==> config.mk <==
export PLATFORM = sky130hd
export DESIGN_NAME = fib_arbiter
export DESIGN_NICKNAME = d
export VERILOG_FILES = /design/src/rtl/fib_arbiter.sv
export SDC_FILE = /design/constraint.sdc
export NUM_CORES = 1
export LEC_CHECK = 0
export BUFFER_PORTS_ARGS = -buffer_cell sky130_fd_sc_hd__buf_2
export CAP_MARGIN = 15
export CELL_PAD_IN_SITES_DETAIL_PLACEMENT = 1
export CELL_PAD_IN_SITES_GLOBAL_PLACEMENT = 2
export CORE_MARGIN = 8
export CORE_UTILIZATION = 33
export CTS_BUF_LIST = sky130_fd_sc_hd__clkbuf_4
export CTS_CLUSTER_SIZE = 25
export DETAILED_ROUTE_END_ITERATION = 10
export PLACE_DENSITY = 0.8
export SETUP_SLACK_MARGIN = 0.4
export SLEW_MARGIN = 20
export SYNTH_ARGS = -nofsm -noshare
export SYNTH_HDL_FRONTEND = slang
export SYNTH_SLANG_ARGS = --single-unit
export TNS_END_PERCENT = 1
==> constraint.sdc <==
create_clock -name clk -period 3.7 [get_ports clk]
set_input_delay 0.185 -clock clk [delete_from_list [all_inputs] [get_ports clk]]
set_output_delay 0.185 -clock clk [all_outputs]
set_load 0.01 [all_outputs]
==> src/rtl/fib_arbiter.sv <==
// fib_arbiter: two requesters share one iterative Fibonacci engine.
// A round-robin arbiter grants one requester, the engine runs one adder
// iteration per clock, and the owner gets a one-cycle done pulse with the
// result held on result_o until the next completion.
//
// Handshake: a requester raises req_i[k] and holds it high until it sees
// gnt_o[k] for one cycle; its index nK_i is sampled on that grant edge.
// done_o[k] pulses for one cycle when result_o/ovf_o are valid for it.
// req_i is ignored while busy_o is high. busy_o is the FSM state (RUN).
module fib_arbiter #(
  parameter int WIDTH = 32,
  parameter int MAX_N = 47
) (
  input  logic             clk,
  input  logic             reset_button,
  input  logic [1:0]       req_i,
  input  logic [WIDTH-1:0] n0_i,
  input  logic [WIDTH-1:0] n1_i,
  output logic [1:0]       gnt_o,
  output logic [1:0]       done_o,
  output logic [WIDTH-1:0] result_o,
  output logic             ovf_o,
  output logic             busy_o
);

  typedef enum logic {
    IDLE = 1'b0,
    RUN  = 1'b1
  } state_e;

  localparam logic [WIDTH-1:0] MaxNW = WIDTH'(MAX_N);

  state_e           state_q, state_d;
  logic [WIDTH-1:0] cnt_q, cnt_d;
  logic [WIDTH-1:0] a_q, a_d;
  logic [WIDTH-1:0] b_q, b_d;
  logic [WIDTH-1:0] result_q, result_d;
  logic             ovf_q, ovf_d;
  logic             owner_q, owner_d;
  logic             last_q, last_d;
  logic [1:0]       gnt_q, gnt_d;
  logic [1:0]       done_q, done_d;
  logic             pick;

  // Round-robin pick: a lone request wins; on a tie the one not served last wins.
  always_comb begin
    pick = 1'b0;
    case (req_i)
      2'b10:   pick = 1'b1;
      2'b11:   pick = ~last_q;
      default: pick = 1'b0;
    endcase
  end

  // Next-state, datapath and pulse generation.
  always_comb begin
    state_d  = state_q;
    cnt_d    = cnt_q;
    a_d      = a_q;
    b_d      = b_q;
    result_d = result_q;
    ovf_d    = ovf_q;
    owner_d  = owner_q;
    last_d   = last_q;
    gnt_d    = 2'b00;
    done_d   = 2'b00;
    case (state_q)
      IDLE: begin
        if (req_i != 2'b00) begin
          owner_d = pick;
          cnt_d   = pick ? n1_i : n0_i;
          a_d     = '0;
          b_d     = {{(WIDTH-1){1'b0}}, 1'b1};
          gnt_d   = pick ? 2'b10 : 2'b01;
          state_d = RUN;
        end
      end
      RUN: begin
        // cnt only decrements from a value <= MAX_N, so this can only
        // fire on the first RUN edge of an out-of-range request.
        if (cnt_q > MaxNW) begin
          result_d = '1;
          ovf_d    = 1'b1;
          done_d   = owner_q ? 2'b10 : 2'b01;
          last_d   = owner_q;
          state_d  = IDLE;
        end else if (cnt_q != '0) begin
          a_d   = b_q;
          b_d   = a_q + b_q;
          cnt_d = cnt_q - 1'b1;
        end else begin
          result_d = a_q;
          ovf_d    = 1'b0;
          done_d   = owner_q ? 2'b10 : 2'b01;
          last_d   = owner_q;
          state_d  = IDLE;
        end
      end
      default: state_d = IDLE;
    endcase
  end

  // State and datapath registers; reset aborts any transaction silently.
  always_ff @(posedge clk or posedge reset_button) begin
    if (reset_button) begin
      state_q  <= IDLE;
      cnt_q    <= '0;
      a_q      <= '0;
      b_q      <= '0;
      result_q <= '0;
      ovf_q    <= 1'b0;
      owner_q  <= 1'b0;
      last_q   <= 1'b1;
      gnt_q    <= 2'b00;
      done_q   <= 2'b00;
    end else begin
      state_q  <= state_d;
      cnt_q    <= cnt_d;
      a_q      <= a_d;
      b_q      <= b_d;
      result_q <= result_d;
      ovf_q    <= ovf_d;
      owner_q  <= owner_d;
      last_q   <= last_d;
      gnt_q    <= gnt_d;
      done_q   <= done_d;
    end
  end

  assign gnt_o    = gnt_q;
  assign done_o   = done_q;
  assign result_o = result_q;
  assign ovf_o    = ovf_q;
  assign busy_o   = (state_q == RUN);

endmodule

==> impl_metrics.csv, run 1 <==
group,metric,value,unit
cts,clk_root_buffer_cell,"clkbuf_4",
final_layout,final_common_cell,"nand2_1",
floorplanning,ios,106,
timing,fin_crit_sh,86.07,%
global_routing,grt_max_degree,137,
cts,htreeDepth,4,
critical_path,max_stage_delay,0.52,ns
timing,hold_violations,0,
critical_path,cp.required,4.21,ns
global_routing,gr-total-overflow,0,
place,gp_congestion,0.7986,
critical_path,arrival,3.70,ns
detailed_routing,drt_pass1_iterations,5,
final_layout,nets,1080,
global_routing,grt_pass1_vias,7197,
power_and_ir_drop,leakage,4.055,nW
global_routing,antenna_found_initial,1,
synthesis,synthCells,878,
detailed_routing,drt_wl_total,22220,um
critical_path,startpoint_type,"flip-flop",
floorplanning,placementRows,55,
power_and_ir_drop,combPwrFrac,17.9,%
timing,drv_slew,0,
final_layout,nFillCells,2688,
detailed_routing,vias,6764,
run,maxCapViolations,0,
synthesis,syn_area,7565,sq um
timing,finalSetupViolCount,0,
timing,relSlewSlack,28.50,%
synthesis,synth_enable_flop_cells,0,
min_path,hold_path_class,"input pin to flip-flop",
synthesis,yosysSeqAreaShare,45.00,%
final_layout,mostFrequentLayoutCells,"nand2_1, dfrtp_1, nor2_1, buf_2, a21oi_1",
final_layout,seq_area,3406,sq um
cts,clock_path_buffers,2,
place,numPortBuffers,105,
synthesis,synth-main-ff-cell,"dfrtp_1",
synthesis,yosys.area.top_type_share,44.66,%
critical_path,crit_chain,"ha_2, nand2_1, or4_1, a311o_1, a31oi_2, a31oi_2, o31ai_2, o41ai_1, xnor2_1, nand2_1, o211ai_1",
cts,cts_buffers,17,
power_and_ir_drop,switching_share,31.45,%
outcome,status,"completed",
detailed_routing,vias_per_cell,5.297,
timing,tns,0,ns
cts,cts_tree,"yes",
place,hpwl,15310,um
synthesis,synth.avg_cell_area,8.616,sq um
power_and_ir_drop,clkPwrFrac,31.9,%
floorplanning,core,22570,sq um
critical_path,worstPathMaxFanout,6,
global_routing,track_usage,16.11,%
synthesis,synth_top_cell_by_area,"dfrtp_1",
synthesis,synthesis.nets,980,
final_layout,drive_gt1_share,17.66,%
detailed_routing,drt_iter0_markers,354,
final_layout,fin_util,39.19,%
final_layout,multi_input_area,3951,sq um
final_layout,syn2layout_area_growth,16.92,%
cts,clkLatencyLatePin,0.58,ns
timing,fmax,0.3140,GHz
critical_path,critPathCaptureType,"flip-flop",
power_and_ir_drop,seq_power_share,50.2,%
detailed_routing,route.detailed.drc,0,
cts,cts.sinks,136,
detailed_routing,ant_nets,0,
timing,rsz0062_at_grt,"true",
synthesis,synth.ff_latch_count,136,
floorplanning,fp.dieH,167.4,um
critical_path,cp_num_buf_inv,0,
critical_path,path_class,"flip-flop to flip-flop",
synthesis,synth_area_leaders,"dfrtp_1, nand2_1, a21oi_1",
synthesis,async_flop_share,100.0,%
floorplanning,initial_core_util,33.51,%
detailed_routing,routedWlPerCell,17.40,um
cts,path_clk_slew,0.14,ns
critical_path,cp_top_family,"compound AO/OA/AOI/OAI gates",
timing,skew,0.02490,ns
synthesis,yosys_warnings,0,
power_and_ir_drop,p_int,2.378,mW
floorplanning,die_x,167.4,um
synthesis,synth_cell_types,66,
power_and_ir_drop,p_sw,1.091,mW
timing,period_minus_slack,3.185,ns
power_and_ir_drop,ir_drop,200.1,uV
critical_path,cpMaxStageDelayCell,"or4_1",
power_and_ir_drop,powerDensity,392.1,nW/um^2
global_routing,grt_pass1_wl,37280,um
timing,max_slew.worst_pin.slew,1.068,ns
floorplanning,die_area,28020,sq um
[synth_stat cells (all sizes together), types with 12 or more instances]
master	number
a22o	15
a21oi	84
xor2	15
inv	15
nand2	138
xnor2	12
clkbuf	39
mux2i	17
nor2	106
a21o	13
a31oi	12
ha	33
o21ai	67
nand3	69
dfrtp	135
[power by group through the flow]
stage	logic, mW	clock network (mW)	registers [mW]
3_3_place_gp	0.602	0	1.77
3_5_place_dp	0.616	0	1.77
2_1_floorplan	0.432	0	1.73
5_1_grt	0.697	1.20	1.76
6_report	0.622	1.11	1.74
4_1_cts	0.631	1.15	1.74
[per-layer routing]
metal | share of wire, % | vias to the layer above | GRT usage (%)
met4 | 2.0 | 0 | 5.047
met5 | 0 | - | 0
li1 | - | 3303 | -
met1 | 48 | 3316 | 20.93
met3 | 3.5 | 31 | 3.198
met2 | 46 | 114 | 26.57
[worst reg2reg max path: stages (launching register included)]
cell	delay [ns]
dfrtp_1	0.43
ha_2	0.40
nand2_1	0.13
or4_1	0.52
a311o_1	0.38
a31oi_2	0.29
a31oi_2	0.17
o31ai_2	0.27
o41ai_1	0.12
xnor2_1	0.24
nand2_1	0.09
o211ai_1	0.09
[cell families (layout without fill, tap and decap cells)]
family / after synthesis / after routing / share of synthesized area (%)
flip-flops: 136 / 136 / 45.01
multiplexers: 18 / 18 / 2.398
buffers and inverters: 65 / 178 / 3.688
AND/OR/NAND/NOR: 361 / 361 / 21.02
XOR/XNOR: 27 / 27 / 3.126
AO/OA/AOI/OAI: 237 / 237 / 19.04
adder cells (fa/ha/maj): 34 / 34 / 5.723
other: 0 / 1 / 0
[stage by stage]
stage / total power [mW] / cells / hold slack (ns) / setup WS [ns] / cell area [sq um]
2_1_floorplan: 2.161 / 878 / 0.4092 / 0.8031 / 7569
3_3_place_gp: 2.370 / 1233 / 0.4680 / 0.3524 / 8387
3_5_place_dp: 2.383 / 1233 / 0.4806 / 0.3226 / 8387
4_1_cts: 3.519 / 1273 / 0.001518 / 0.3556 / 8787
5_1_grt: 3.654 / 1277 / 0.02145 / 0.3120 / 8845
6_report: 3.468 / 1277 / 0.03213 / 0.5153 / 8845
[layout make-up]
type / instances / area share, %
repair buffers: 131 / 8.558
flip-flops and latches: 136 / 38.51
clock buffers: 17 / 1.443
well taps: 285 / 4.032
diodes: 1 / 0.02829
inverters: 15 / 0.6790
multi-input cells: 677 / 44.67
clock inverters: 15 / 2.079
[state kept, by name, indices dropped and copies added (netlist names)]
signal    flops
owner_q       1
ovf_o         1
b_q          32
done_o        2
gnt_o         2
cnt_q        32
a_q          32
busy_o        1
last_q        1
result_o     32
[final timing paths]
kind,startpoint,endpoint,slack [ns],depth (start not counted)
setup / recovery,a_q[11],b_q[31],0.52,11
setup reg to reg,a_q[11],b_q[31],0.52,11
max in group asynchronous,reset_button,busy_o,2.76,4
hold / removal,n0_i[6],cnt_q[6],0.03,5
min in group asynchronous,reset_button,result_o[2],0.37,4
hold reg to reg,cnt_q[8],cnt_q[8],0.50,1
[repair_timing]
item | CTS | global route
hold buffers | 8 | 0
gates cloned | 0 | 0
endpoints found under the setup margin | 9 | 34
resized for setup | 2 | 10
pin swaps | 0 | 4
hold endpoints to repair | 139 | 0
buffers inserted | 0 | 3
No activity file was read; power rests on OpenSTA's default activity.
==> run 2: changes to the inputs <==
--- a/config.mk
+++ b/config.mk
@@ -14,9 +14,9 @@
 export CTS_BUF_LIST = sky130_fd_sc_hd__clkbuf_4
 export CTS_CLUSTER_SIZE = 25
 export DETAILED_ROUTE_END_ITERATION = 10
-export PLACE_DENSITY = 0.8
+export PLACE_DENSITY = 0.84
 export SETUP_SLACK_MARGIN = 0.4
-export SLEW_MARGIN = 20
+export SLEW_MARGIN = 10
 export SYNTH_ARGS = -nofsm -noshare
 export SYNTH_HDL_FRONTEND = slang
 export SYNTH_SLANG_ARGS = --single-unit
==> impl_metrics.csv, run 2 (synthesis gave the netlist of run 1 again) <==
group,metric,value,unit
global_routing,use_met2,27.43,%
power_and_ir_drop,total_power,3.500,mW
power_and_ir_drop,ir_drop,137.3,uV
floorplanning,core,22570,sq um
global_routing,busiest_layer,"met2",
timing,skew,0.02560,ns
place,numPortBuffers,105,
final_layout,final_common_cell,"nand2_1",
cts,clk_root_buffer_cell,"clkbuf_4",
cts,clkLatencyLatePin,0.56,ns
global_routing,met1_usage,20.83,%
critical_path,startpoint_type,"flip-flop",
timing,relSlewSlack,28.75,%
critical_path,arrival,3.56,ns
power_and_ir_drop,leakage,4.118,nW
final_layout,drive_gt1_share,17.00,%
cts,path_clk_slew,0.13,ns
final_layout,nets,1089,
critical_path,cpMaxStageDelayCell,"fa_1",
power_and_ir_drop,powerDensity,392.4,nW/um^2
global_routing,track_usage,16.33,%
critical_path,critPathCaptureType,"flip-flop",
place,hpwl,15710,um
critical_path,max_stage_delay,0.40,ns
detailed_routing,route.detailed.drc,0,
timing,hold_ws,0.04681,ns
critical_path,cp_num_buf_inv,2,
cts,cts.sinks,136,
floorplanning,die_x,167.4,um
cts,cts_tree,"yes",
detailed_routing,drt_iter0_markers,249,
cts,cts_buffers,17,
timing,fin_crit_sh,84.55,%
final_layout,mostFrequentLayoutCells,"nand2_1, dfrtp_1, nor2_1, buf_2, a21oi_1",
global_routing,grt_max_degree,68,
detailed_routing,routedWlPerCell,17.32,um
cts,clock_path_buffers,2,
run,maxCapViolations,0,
floorplanning,placementRows,55,
timing,period_minus_slack,3.129,ns
global_routing,gr-total-overflow,0,
timing,hold_violations,0,
global_routing,grt_pass1_wl,37710,um
critical_path,cp_top_family,"compound AO/OA/AOI/OAI gates",
final_layout,fin_util,39.51,%
floorplanning,initial_core_util,33.51,%
global_routing,grt_pass1_vias,7257,
critical_path,crit_chain,"ha_1, inv_1, fa_1, nor2b_1, o211ai_1, a311oi_1, o21ai_0, a21boi_0, buf_4, a41o_1, a21o_1, a221o_1, mux2i_1, o311ai_0",
timing,max_slew.worst_pin.slew,1.065,ns
timing,finalSetupViolCount,0,
timing,rsz0062_at_grt,"true",
final_layout,nFillCells,2724,
outcome,status,"completed",
final_layout,syn2layout_area_growth,17.90,%
detailed_routing,vias,6767,
min_path,hold_path_class,"input pin to flip-flop",
floorplanning,fp.dieH,167.4,um
detailed_routing,drt_pass1_iterations,4,
timing,tns,0,ns
critical_path,path_class,"flip-flop to flip-flop",
global_routing,use_met3,3.456,%
timing,drv_slew,0,
critical_path,worstPathMaxFanout,6,
floorplanning,ios,106,
floorplanning,die_area,28020,sq um
detailed_routing,vias_per_cell,5.262,
detailed_routing,ant_nets,0,
global_routing,antenna_found_initial,1,
timing,fmax,0.3196,GHz
place,gp_congestion,0.8188,
critical_path,cp.required,4.13,ns
cts,htreeDepth,4,
detailed_routing,drt_wl_total,22280,um
-- run 2: changes by cell type in the layout (fill, tap and decap cells not counted), sizes merged --
cell	before	now
inv	14	13
clkbuf	17	19
dlygate4sd3	8	17
clkinvlp	4	3
-- run 2: what timing repair did --
item	in CTS	in global routing
buffers inserted	0	0
endpoints found under the hold margin	47	0
endpoints found under the setup margin	0	28
resized for setup	0	5
hold buffers	17	0
-- run 2: cell type report --
type | instances | area [sq um] | share of cell area [%]
diodes | 1 | 2.502 | 0.02806
flip-flops and latches | 136 | 3406 | 38.19
clock inverters | 13 | 178.9 | 2.006
repair buffers | 140 | 843.3 | 9.456
well taps | 285 | 356.6 | 3.998
multi-input cells | 677 | 3928 | 44.04
inverters | 15 | 61.31 | 0.6874
clock buffers | 19 | 142.6 | 1.599
-- run 2: stage by stage --
stage,instance area [sq um],setup WS [ns],cells
5_1_grt,8919,0.3515,1286
6_report,8919,0.5715,1286
3_5_place_dp,8409,0.4529,1236
3_3_place_gp,8409,0.5096,1236
4_1_cts,8901,0.4276,1285
2_1_floorplan,7569,0.8031,878
-- run 2: worst min-delay path, stage by stage --
cell	delay [ns]
buf_2	0.08
mux2i_1	0.06
o32ai_1	0.12
a22o_1	0.14
-- run 2: report_power, final --
group | switching (mW) | internal [mW]
clock | 0.582 | 0.547
sequential | 0.129 | 1.62
combinational | 0.377 | 0.249
-- run 2: path summary, 6_finish.rpt --
| path | start | to | slack (ns) | cells after the start |
|---|---|---|---|---|
| worst max-delay path | a_q[0] | b_q[28] | 0.57 | 14 |
| worst min-delay path | n1_i[13] | cnt_q[13] | 0.05 | 4 |
| worst max register to register | a_q[0] | b_q[28] | 0.57 | 14 |
| worst min register to register | cnt_q[20] | cnt_q[20] | 0.49 | 1 |
| max in group asynchronous | reset_button | ovf_o | 2.38 | 4 |
| min in group asynchronous | reset_button | result_o[5] | 0.35 | 3 |
-- run 2: metal layers --
| layer | vias to the layer above | share of wire [%] |
|---|---|---|
| met5 | - | 0 |
| met4 | 0 | 1.2 |
| met3 | 19 | 3.7 |
| met2 | 104 | 48 |
| met1 | 3320 | 47 |
| li1 | 3324 | - |
